[config.mk]
export PLATFORM = sky130hd
export DESIGN_NAME = pwm_compare_exp_2
export DESIGN_NICKNAME = d
export VERILOG_FILES = /design/src/rtl/pwm_compare_exp_2_pkg.sv /design/src/rtl/wrap_detect_exp_2.sv /design/src/rtl/pwm_compare_exp_2.sv
export SDC_FILE = /design/constraint.sdc
export NUM_CORES = 1
export LEC_CHECK = 0
export ABC_AREA = 1
export CAP_MARGIN = 25
export CORE_MARGIN = 3
export CORE_UTILIZATION = 54
export CTS_BUF_LIST = sky130_fd_sc_hd__clkbuf_8
export DETAILED_ROUTE_END_ITERATION = 10
export GPL_ROUTABILITY_DRIVEN = 0
export PLACE_DENSITY_LB_ADDON = 0.12
export SYNTH_ARGS = -nofsm -noshare
export SYNTH_HDL_FRONTEND = slang
export SYNTH_SLANG_ARGS = --single-unit
[constraint.sdc]
create_clock -name i_CLOCK_POS -period 2.7 [get_ports i_CLOCK_POS]
set_clock_uncertainty 0.2 [all_clocks]
set_input_delay 0.405 -clock i_CLOCK_POS [delete_from_list [all_inputs] [get_ports i_CLOCK_POS]]
set_output_delay 0.405 -clock i_CLOCK_POS [all_outputs]
set_load 0.005 [all_outputs]
[src/rtl/pwm_compare_exp_2_pkg.sv]
// Shared types and helpers for the PWM compare stage that follows the
// power-of-2 up/down counter.
package pwm_compare_exp_2_pkg;

    typedef enum logic [1:0] {
        DISABLED = 2'd0,
        ARMED    = 2'd1,
        RUNNING  = 2'd2
    } pwm_state_t;

    localparam int MAX_EXPONENT = 16;

    // Largest count value of a 2^exponent counter, i.e. 2^exponent - 1.
    function automatic logic [15:0] max_count(input int exponent);
        return 16'((32'd1 << exponent) - 32'd1);
    endfunction

    // Clamp a requested duty to the full period (2^exponent counts).
    function automatic logic [16:0] saturate_duty(input logic [16:0] duty,
                                                  input int          exponent);
        logic [16:0] full_scale;
        full_scale = 17'(32'd1 << exponent);
        return (duty > full_scale) ? full_scale : duty;
    endfunction

endpackage

[src/rtl/wrap_detect_exp_2.sv]
// Two-stage sampler of the counter value and direction, flagging the cycle
// where the sampled count crosses the period boundary in its own direction.
module wrap_detect_exp_2
    import pwm_compare_exp_2_pkg::*;
#(
    parameter int EXPONENT = 4
) (
    input  logic                clk,
    input  logic                rst_n,
    input  logic [EXPONENT-1:0] count,
    input  logic                up,
    output logic [EXPONENT-1:0] s1,
    output logic                wrap
);

    localparam logic [EXPONENT-1:0] CNT_MAX = EXPONENT'(max_count(EXPONENT));

    logic [EXPONENT-1:0] s2;
    logic                up_q;

    // Capture the counter every edge; downstream logic only sees these copies.
    always_ff @(posedge clk or negedge rst_n) begin
        if (!rst_n) begin
            s1   <= '0;
            s2   <= '0;
            up_q <= 1'b1;
        end else begin
            s1   <= count;
            s2   <= s1;
            up_q <= up;
        end
    end

    // A boundary is only the natural roll-over in the sampled direction;
    // presets, counter resets and stalls never qualify.
    always_comb begin
        wrap = 1'b0;
        if (up_q) begin
            wrap = (s2 == CNT_MAX) && (s1 == '0);
        end else begin
            wrap = (s2 == '0) && (s1 == CNT_MAX);
        end
    end

endmodule

[src/rtl/pwm_compare_exp_2.sv]
// PWM generator driven by an external power-of-2 counter. Duty requests are
// staged in a shadow register and applied only at a period boundary.
module pwm_compare_exp_2
    import pwm_compare_exp_2_pkg::*;
#(
    parameter int EXPONENT = 4
) (
    input  logic                i_CLOCK_POS,
    input  logic                i_RESET_NEG,
    input  logic [EXPONENT-1:0] i_VECTOR_COUNT,
    input  logic                i_BIT_UP,
    input  logic                i_BIT_ENABLE,
    input  logic [EXPONENT:0]   i_VECTOR_DUTY,
    input  logic                i_BIT_LOAD,
    output logic                o_BIT_PWM,
    output logic                o_BIT_WRAP,
    output logic                o_BIT_PENDING,
    output logic                o_BIT_LOAD_ACK
);

    logic [EXPONENT-1:0] s1;
    logic                wrap_c;

    logic [EXPONENT:0]   duty_sat;
    logic [EXPONENT:0]   shadow;
    logic [EXPONENT:0]   active;
    logic [EXPONENT:0]   active_next;
    logic                pending;
    logic                transfer;
    logic                pwm_cmp;

    pwm_state_t          state;
    logic                pwm_q;
    logic                wrap_q;
    logic                ack_q;

    wrap_detect_exp_2 #(
        .EXPONENT (EXPONENT)
    ) u_wrap_detect (
        .clk   (i_CLOCK_POS),
        .rst_n (i_RESET_NEG),
        .count (i_VECTOR_COUNT),
        .up    (i_BIT_UP),
        .s1    (s1),
        .wrap  (wrap_c)
    );

    // Duty clamp, shadow-to-active hand-off and the compare against the
    // duty that will be in force after this edge.
    always_comb begin
        duty_sat    = (EXPONENT+1)'(saturate_duty(17'(i_VECTOR_DUTY), EXPONENT));
        transfer    = wrap_c && pending;
        active_next = transfer ? shadow : active;
        pwm_cmp     = ({1'b0, s1} < active_next);
    end

    // Shadow/active duty registers plus the wrap and acknowledge pulses.
    always_ff @(posedge i_CLOCK_POS or negedge i_RESET_NEG) begin
        if (!i_RESET_NEG) begin
            shadow  <= '0;
            active  <= '0;
            pending <= 1'b0;
            wrap_q  <= 1'b0;
            ack_q   <= 1'b0;
        end else begin
            wrap_q <= wrap_c;
            ack_q  <= transfer;
            active <= active_next;
            if (i_BIT_LOAD) begin
                shadow  <= duty_sat;
                pending <= 1'b1;
            end else if (transfer) begin
                pending <= 1'b0;
            end
        end
    end

    // Enable/alignment state machine with a registered PWM output; the edge
    // that enters RUNNING already produces a compared PWM value.
    always_ff @(posedge i_CLOCK_POS or negedge i_RESET_NEG) begin
        if (!i_RESET_NEG) begin
            state <= DISABLED;
            pwm_q <= 1'b0;
        end else begin
            case (state)
                DISABLED: begin
                    pwm_q <= 1'b0;
                    if (i_BIT_ENABLE) begin
                        state <= ARMED;
                    end
                end
                ARMED: begin
                    if (!i_BIT_ENABLE) begin
                        state <= DISABLED;
                        pwm_q <= 1'b0;
                    end else if (wrap_c) begin
                        state <= RUNNING;
                        pwm_q <= pwm_cmp;
                    end else begin
                        pwm_q <= 1'b0;
                    end
                end
                RUNNING: begin
                    if (!i_BIT_ENABLE) begin
                        state <= DISABLED;
                        pwm_q <= 1'b0;
                    end else begin
                        pwm_q <= pwm_cmp;
                    end
                end
                default: begin
                    state <= DISABLED;
                    pwm_q <= 1'b0;
                end
            endcase
        end
    end

    assign o_BIT_PWM      = pwm_q;
    assign o_BIT_WRAP     = wrap_q;
    assign o_BIT_PENDING  = pending;
    assign o_BIT_LOAD_ACK = ack_q;

endmodule

### Yosys cells after proc, flatten, opt, wreduce, memory -nomap -nowiden

Cells that the tools add are included.

| operators by class | value |
|---|---|
| $lt $le $gt $ge | 2 |
| eq/ne operators | 7 |
| muxes and demuxes | 14 |
| reductions and logical operators | 8 |

Operator list:

| operator | count |
|---|---|
| $mux W5 | 2 |
| $eq A4 B4 Y1 const B | 2 |
| $logic_not A4 Y1 | 2 |
| $mux W2 | 4 |
| $mux W1 | 6 |
| $pmux W2 S3 | 1 |
| $gt A5 B5 Y1 const B | 1 |
| $lt A4 B5 Y1 | 1 |
| $ne A2 B2 Y1 const B | 2 |
| $logic_and A1 B1 Y1 | 3 |
| $ne A3 B3 Y1 const B | 1 |
| $reduce_and A3 Y1 | 1 |
| $eq A2 B1 Y1 const B | 1 |
| $eq A2 B2 Y1 const B | 1 |
| $logic_not A2 Y1 | 1 |
| $pmux W1 S2 | 1 |
| $reduce_bool A2 Y1 | 1 |

| word-level totals | value |
|---|---|
| register bits after elaboration | 25 |
| input port bits | 14 |
| output and inout port bits | 4 |
| logic and storage cells | 41 |

### Longest topological paths before layout

Gate-level depths: netlist of the first run.

| depth | value |
|---|---|
| word-level depth | 9 |
| mapped depth | 16 |
| gate-level depth less buffers | 16 |

### Cells and area by module

From an unflattened synthesis of the first run, not the netlist that was laid out.

| second synthesis, totals | value |
|---|---|
| cells, all modules | 112 |
| area, all modules | 1082.3 um^2 |

Modules (own cells, without submodules):

| module | instances | cells each | area each (um^2) |
|---|---|---|---|
| pwm_compare_exp_2 | 1 | 85 | 779.5 |
| wrap_detect_exp_2 | 1 | 27 | 302.8 |

### Least setup slack after synthesis of the first run

OpenSTA, ideal clock, no wires.

| timing path | value |
|---|---|
| path type | register -> register |
| start | register u_wrap_detect.up_q |
| end | register pwm_q, in the netlist o_BIT_PWM |
| library setup time | 69 ps |
| arrival time | 1831 ps |
| slack | 600 ps |
| cell stages (with the launch flop) | 15 |
| buffers on the path | 0 |
| period minus slack after synthesis | 2100 ps |
| path through | dfstp_2 > inv_1 > nor2_1 > nand3b_1 > nand2_2 > nand2_4 > o21ai_1 > inv_1 > ha_1 > a21o_1 > nand4_1 > nand2_1 > inv_1 > nand2_1 > nor2_2 |

| between the ends | value |
|---|---|
| word-level cells in the longest chain between the ends | 7 |

RTL lines:

| element | line | text |
|---|---|---|
| start: declaration | wrap_detect_exp_2.sv:19 | `logic up_q;` |
| start signal: assignment | wrap_detect_exp_2.sv:30 | `up_q <= up;` |
| $mux W1 (*) | wrap_detect_exp_2.sv:38 | `if (up_q) begin` |
| via u_wrap_detect.wrap | wrap_detect_exp_2.sv:13 | `output logic wrap` |
| $logic_and A1 B1 Y1 (*) | pwm_compare_exp_2.sv:52 | `transfer = wrap_c && pending;` |
| $mux W5 (*) | pwm_compare_exp_2.sv:53 | `active_next = transfer ? shadow : active;` |
| via active_next[2] | pwm_compare_exp_2.sv:27 | `logic [EXPONENT:0] active_next;` |
| $lt A4 B5 Y1 (*) | pwm_compare_exp_2.sv:54 | `pwm_cmp = ({1'b0, s1} < active_next);` |
| $mux W1 | pwm_compare_exp_2.sv:96 | `end else if (wrap_c) begin` |
| $mux W1 | pwm_compare_exp_2.sv:93 | `if (!i_BIT_ENABLE) begin` |
| $pmux W1 S2 (*) | pwm_compare_exp_2.sv:85 | `case (state)` |
| end signal: assignment | pwm_compare_exp_2.sv:98 | `pwm_q <= pwm_cmp;` |
| end signal: assignment | pwm_compare_exp_2.sv:108 | `pwm_q <= pwm_cmp;` |
| end: declaration | pwm_compare_exp_2.sv:33 | `logic pwm_q;` |

The timed path passes the listed nets; every way through them passes the cells marked *.
A chain may end at the register's enable or synchronous reset.

### Worst setup path in the final report of the first run

Ends and elaborated chain as after synthesis.

==> flow_metrics.tcl, run 1 <==
set metrics [dict create \
    synth_cell_types 21 \
    synth_top_family_by_area "simple AND/OR/NAND/NOR gates" \
    ios 18 \
    avgViaCountPerCell 4.84 \
    min_period_ns 2.25 \
    worst_setup_path_start_kind "register" \
    timing.rr.start "u_wrap_detect.up_q$_DFF_PN1_" \
    hold_depth 0 \
    min_to "u_wrap_detect.s2[0]$_DFF_PN0_" \
    n_antenna_cell 0 \
    status "complete, no violations" \
    synth_compound_area_share_pct 7.17 \
    syn_inst 125 \
    initial_core_util_pct 58.1 \
    synthSimpleGateAreaFrac_pct 23.7 \
    fin_crit_sh_pct 83.2 \
    peakVddDrop_mv 0.481 \
    track_usage_pct 17.7 \
    setup_violations 0 \
    wire_per_inst_um 11.9 \
    cts_tree "done" \
    final_net_count 168 \
    worstRegToRegCells 14 \
    reg2reg_to "o_BIT_PWM$_DFF_PN0_" \
    r2r_slack_ns 0.45 \
    final_hold_viol_count 0 \
    finalSetupTns_ns 0 \
    multi_input_area_um2 430 \
    place_area_um2 1360 \
    vias 842 \
    yosys_warnings 0 \
    critPathMaxStageDelay_ns 0.55 \
    syn_area_um2 1150 \
    cts-root-buf "clkbuf_8" \
    synth_xor_area_share_pct 0 \
    final-max-slew-violation-count 0 \
    clk_latency_ns 0.26 \
    timing.fmax_mhz 445 \
    clk_pin_slew_worst_paths_ns 0.08 \
    numCtsBuffers 3 \
    cts.sinks 25 \
    antenna_found_initial 0 \
    end_kind "register" \
    synth-seq-cells 25 \
    rows 16 \
    cp_common_cell "inv_1" \
    cp_cell_sequence "inv_1, nor2_1, nand3b_1, nand2_2, nand2_4, o21ai_1, inv_1, ha_1, a21o_1, nand4_1, nand2_1, inv_1, nand2_1, nor2_2" \
    crit_arrival_ns 2.25 \
    grt_max_degree 15 \
    post-cts-setup-buffers 0 \
    muxShareOfSynthArea_pct 0 \
    grt_pass1_vias 848 \
    syn-num-nets 145 \
    dieArea_um2 2720 \
    p_per_area_nw_per_um2 574 \
    grt-ovfl-total 0 \
    first_pass_iters 4 \
    tightest_slew_ns 0.531 \
    io_buffers 17 \
    crit_required_ns 2.70 \
    nFillCells 142 \
    synth_fa_ha_area_share_pct 6.52 \
    drt_iter0_markers 13 \
    drive_above_1_share_pct 12.9 \
    htreeDepth 1 \
    synth_top_area_cell "dfrtp_1" \
    cap_violations 0 \
    yosysSeqAreaShare_pct 54.5 \
    drc 0 \
    syn_avg_cell_area_um2 9.21 \
    holdWs_ns 0.212 \
    holdCritPathClass "register to register" \
    power_uw 808 \
    core_um2 1980 \
    rsz0062_at_grt "false" \
    final_area_um2 1410 \
    slew_headroom_pct 64.5 \
    detailed_place_hpwl_mm 1.67 \
    cts.path.max_buffers 2 \
    yosysTopAreaCellShare_pct 52.2 \
    syn_to_final_growth_pct 22.4 \
    final_common_cell "inv_1" \
    grt_pass1_wl_mm 3.45 \
    drtAntennaViolNets 0 \
    min_from "u_wrap_detect.s1[0]$_DFF_PN0_" \
    leakage_nw 0.692 \
    cp_slowest_cell "dfstp_2" \
    synth_area_leaders "dfrtp_1, inv_1, nand2_1" \
    cts-hold-fix-buffers 0 \
    die_y_um 52.2 \
    layout_common_cells "inv_1, dfrtp_1, nand2_1" \
    cts_resized 0 \
    crit_fanout 8 \
    ff_latch_area_um2 627 \
    wirelength_mm 2.07 \
    crit_type "register to register" \
    die_w_um 52.2 \
]
## cells by family after synthesis
family	after synthesis
AOI/OAI and AO/OA	14
and+or+nand+nor	55
adders and majority gates	6
buffers and inverters	25
DFF	25
## metal layers
layer	routed length (µm)	GRT usage (%)
met1	957	22.2
met2	978	29.1
met3	88	3.42
met4	41	8.94
met5	0	0
## cells in the mapped netlist (all sizes together)
| cell | instances |
|---|---|
| nand2 | 28 |
| inv | 25 |
| dfrtp | 24 |
| nor2 | 12 |
| nand3 | 11 |
| o21ai | 10 |
| ha | 6 |
| a21o | 1 |
| a21oi | 1 |
| and2 | 1 |
| dfstp | 1 |
| nand3b | 1 |
| nand4 | 1 |
| nor3 | 1 |
| o211ai | 1 |
| o41ai | 1 |
## critical path: cells and delay by family, from the launching register on
kind / cells / cell delay, ns
adders and majority gates: 1 / 0.28
DFF: 1 / 0.55
AOI/OAI and AO/OA: 2 / 0.33
and+or+nand+nor: 8 / 0.66
buffers and inverters: 3 / 0.15
## worst max path at each step
| stage | startpoint | to | slack, ns | depth (start not counted) |
|---|---|---|---|---|
| 6_report | u_wrap_detect.up_q$_DFF_PN1_ | o_BIT_PWM$_DFF_PN0_ | 0.45 | 14 |
| 5_1_grt | u_wrap_detect.s1[2]$_DFF_PN0_ | o_BIT_PWM$_DFF_PN0_ | 0.30 | 15 |
| 4_1_cts | u_wrap_detect.up_q$_DFF_PN1_ | o_BIT_PWM$_DFF_PN0_ | 0.45 | 14 |
| 3_5_place_dp | u_wrap_detect.up_q$_DFF_PN1_ | o_BIT_PWM$_DFF_PN0_ | 0.46 | 14 |
| 3_3_place_gp | u_wrap_detect.up_q$_DFF_PN1_ | o_BIT_PWM$_DFF_PN0_ | 0.52 | 14 |
| 2_1_floorplan | u_wrap_detect.up_q$_DFF_PN1_ | o_BIT_PWM$_DFF_PN0_ | 0.60 | 14 |
## cell type report
class / instances / area share [%]
Tap cell: 27 / 2.40
Clock inverter: 1 / 0.355
Sequential cell: 25 / 44.5
Multi-Input combinational cell: 75 / 30.6
Timing Repair Buffer: 18 / 12.6
Clock buffer: 3 / 2.93
Inverter: 25 / 6.66
## stage by stage
step,instances,setup WS [ns],util (%)
after global routing,174,0.297,71.1
after floorplan,125,0.600,-
after global placement,170,0.524,68.8
after CTS,174,0.446,71.1
after detailed placement,170,0.465,68.8
final,174,0.453,71.1
## state kept, by name, indices dropped and copies added, names as in the netlist, 2 cells and up
| name | count |
|---|---|
| state | 2 |
| shadow | 5 |
| u_wrap_detect.s1 | 4 |
| active | 5 |
| u_wrap_detect.s2 | 4 |
## report_power, final
group | leakage [nW] | total, mW | internal, mW | switching [mW]
clock | 0.0255 | 0.213 | 0.103 | 0.110
sequential | 0.311 | 0.427 | 0.410 | 0.0172
combinational | 0.356 | 0.169 | 0.0732 | 0.0954
(Power assumes the default switching activity.)
==> run 2: changes to the inputs <==
Settings changed: CORE_UTILIZATION 54 to 49.
Clock period 2.7 ns to 1.95 ns, I/O delays scaled along.
==> run 2 against run 1 <==
  * The run now ends with negative setup slack left
  * Routed wire length grew 13%
  * Total power grew 42%
  * Hold slack lost 0.033 ns
  * Die area grew 9.0%
  * Sequential share of layout area shrank 3.9 points
  * Design area grew 9.6%
  * Largest cell class unchanged
  * Highest routed layer unchanged
==> flow_metrics.tcl, run 2 (same netlist as run 1, synthesis figures left out) <==
set metrics [dict create \
    status "finished with violations" \
    violations "negative setup slack" \
    htreeDepth 1 \
    track_usage_pct 18.2 \
    wire_per_inst_um 12.4 \
    final_area_um2 1540 \
    drtAntennaViolNets 0 \
    timing.fmax_mhz 472 \
    tightest_slew_ns 0.381 \
    peakVddDrop_mv 0.538 \
    grt_pass1_vias 915 \
    clk_pin_slew_worst_paths_ns 0.08 \
    cts.sinks 25 \
    slew_headroom_pct 74.3 \
    setup_violations 1 \
    vias 920 \
    io_buffers 17 \
    min_period_ns 2.12 \
    die_w_um 54.5 \
    drive_above_1_share_pct 26.1 \
    avgViaCountPerCell 4.89 \
    numCtsBuffers 3 \
    cp_cell_sequence "inv_2, nor2_2, nand3b_1, nand2_2, nand2_4, o21ai_2, inv_1, ha_4, a21o_1, nand4_1, nand2_1, inv_1, nand2_1, nor2_2" \
    crit_arrival_ns 2.07 \
    syn_to_final_growth_pct 34.1 \
    clk_latency_ns 0.26 \
    critPathMaxStageDelay_ns 0.55 \
    grt_max_degree 26 \
    crit_family "simple AND/OR/NAND/NOR gates" \
    die_y_um 54.5 \
    n_antenna_cell 0 \
    power_mw 1.15 \
    core_um2 2080 \
    drc 0 \
    drt_iter0_markers 11 \
    final_hold_viol_count 0 \
    dieArea_um2 2970 \
    leakage_nw 0.761 \
    layout_common_cells "dfrtp_1, inv_1, nand2_1" \
    final_net_count 182 \
    cts_tree "done" \
    fin_crit_sh_pct 109 \
    final-max-slew-violation-count 0 \
    place_ws_ns -0.198 \
    utilization_pct 74.2 \
    fin_ws_ns -0.168 \
    rsz0062_at_grt "true" \
    antenna_found_initial 0 \
    cts-hold-fix-buffers 0 \
    cts.path.max_buffers 2 \
    end_kind "register" \
    initial_core_util_pct 55.3 \
    cap_violations 0 \
    crit_fanout 6 \
    crit_type "register to register" \
    place_area_um2 1460 \
    reg_top3 "active (5), shadow (5)" \
    ios 18 \
    holdCritPathClass "primary input to async pin" \
    detailed_place_hpwl_mm 1.71 \
    cts-root-buf "clkbuf_8" \
    grt_pass1_wl_mm 3.75 \
    first_pass_iters 6 \
    grt-ovfl-total 0 \
    wirelength_mm 2.33 \
    worst_setup_path_start_kind "register" \
    cp_slowest_cell "dfstp_2" \
    p_per_area_nw_per_um2 744 \
    rows 16 \
    final_common_cell "dfrtp_1" \
    path_buf_inv 3 \
    finalSetupTns_ns -0.168 \
    crit_required_ns 1.90 \
]
run 2: changes by cell type in the layout (fill, tap and decap cells not counted), sizes merged:
cell  before  now
buf        1   15
run 2: layout make-up:
cell class | instances | area (µm²)
fill | 158 | 538
clock buffer | 3 | 41.3
tap | 27 | 33.8
sequential | 25 | 627
multi-input combinational | 75 | 460
timing repair buffer | 32 | 283
inverter | 25 | 93.8
clock inverter | 1 | 5.00
run 2: routing by layer:
metal	global-route usage, %	part of all wire, %	routed length (µm)	up-vias
met1	21.2	41	948	431
met5	0	0	0	-
met2	32.7	55	1270	21
met4	8.30	0.86	20	0
li1	-	-	-	464
met3	2.72	3.9	90	4
run 2: what timing repair did:
item	4_1_cts	5_1_grt
endpoints found under the setup margin	1	1
buffers inserted	1	1
resized for setup	3	4
pin swaps	5	3
run 2: power breakdown:
part           internal (mW)  total, mW  switching (mW)  leakage, nW
Clock                  0.143      0.294           0.151       0.0255
Combinational          0.119      0.262           0.143        0.425
Sequential             0.567      0.593          0.0256        0.311
Total                  0.829       1.15           0.320        0.761
run 2: final timing paths:
path / startpoint / end / slack [ns] / cells after the start
setup / recovery: u_wrap_detect.up_q$_DFF_PN1_ / o_BIT_PWM$_DFF_PN0_ / -0.17 / 14
hold / removal: i_RESET_NEG / u_wrap_detect.s2[0]$_DFF_PN0_ / 0.18 / 2
setup reg to reg: u_wrap_detect.up_q$_DFF_PN1_ / o_BIT_PWM$_DFF_PN0_ / -0.17 / 14
hold reg to reg: u_wrap_detect.s1[0]$_DFF_PN0_ / u_wrap_detect.s2[0]$_DFF_PN0_ / 0.24 / 0
max in group asynchronous: i_RESET_NEG / u_wrap_detect.up_q$_DFF_PN1_ / 1.07 / 2
min in group i_CLOCK_POS: u_wrap_detect.s1[0]$_DFF_PN0_ / u_wrap_detect.s2[0]$_DFF_PN0_ / 0.24 / 0
run 2: through the flow:
stage | std cells | hold WS (ns)
floorplan | 125 | -0.203
global placement | 182 | 0.194
detailed placement | 182 | 0.199
CTS | 187 | 0.185
global route | 188 | 0.204
finish | 188 | 0.179
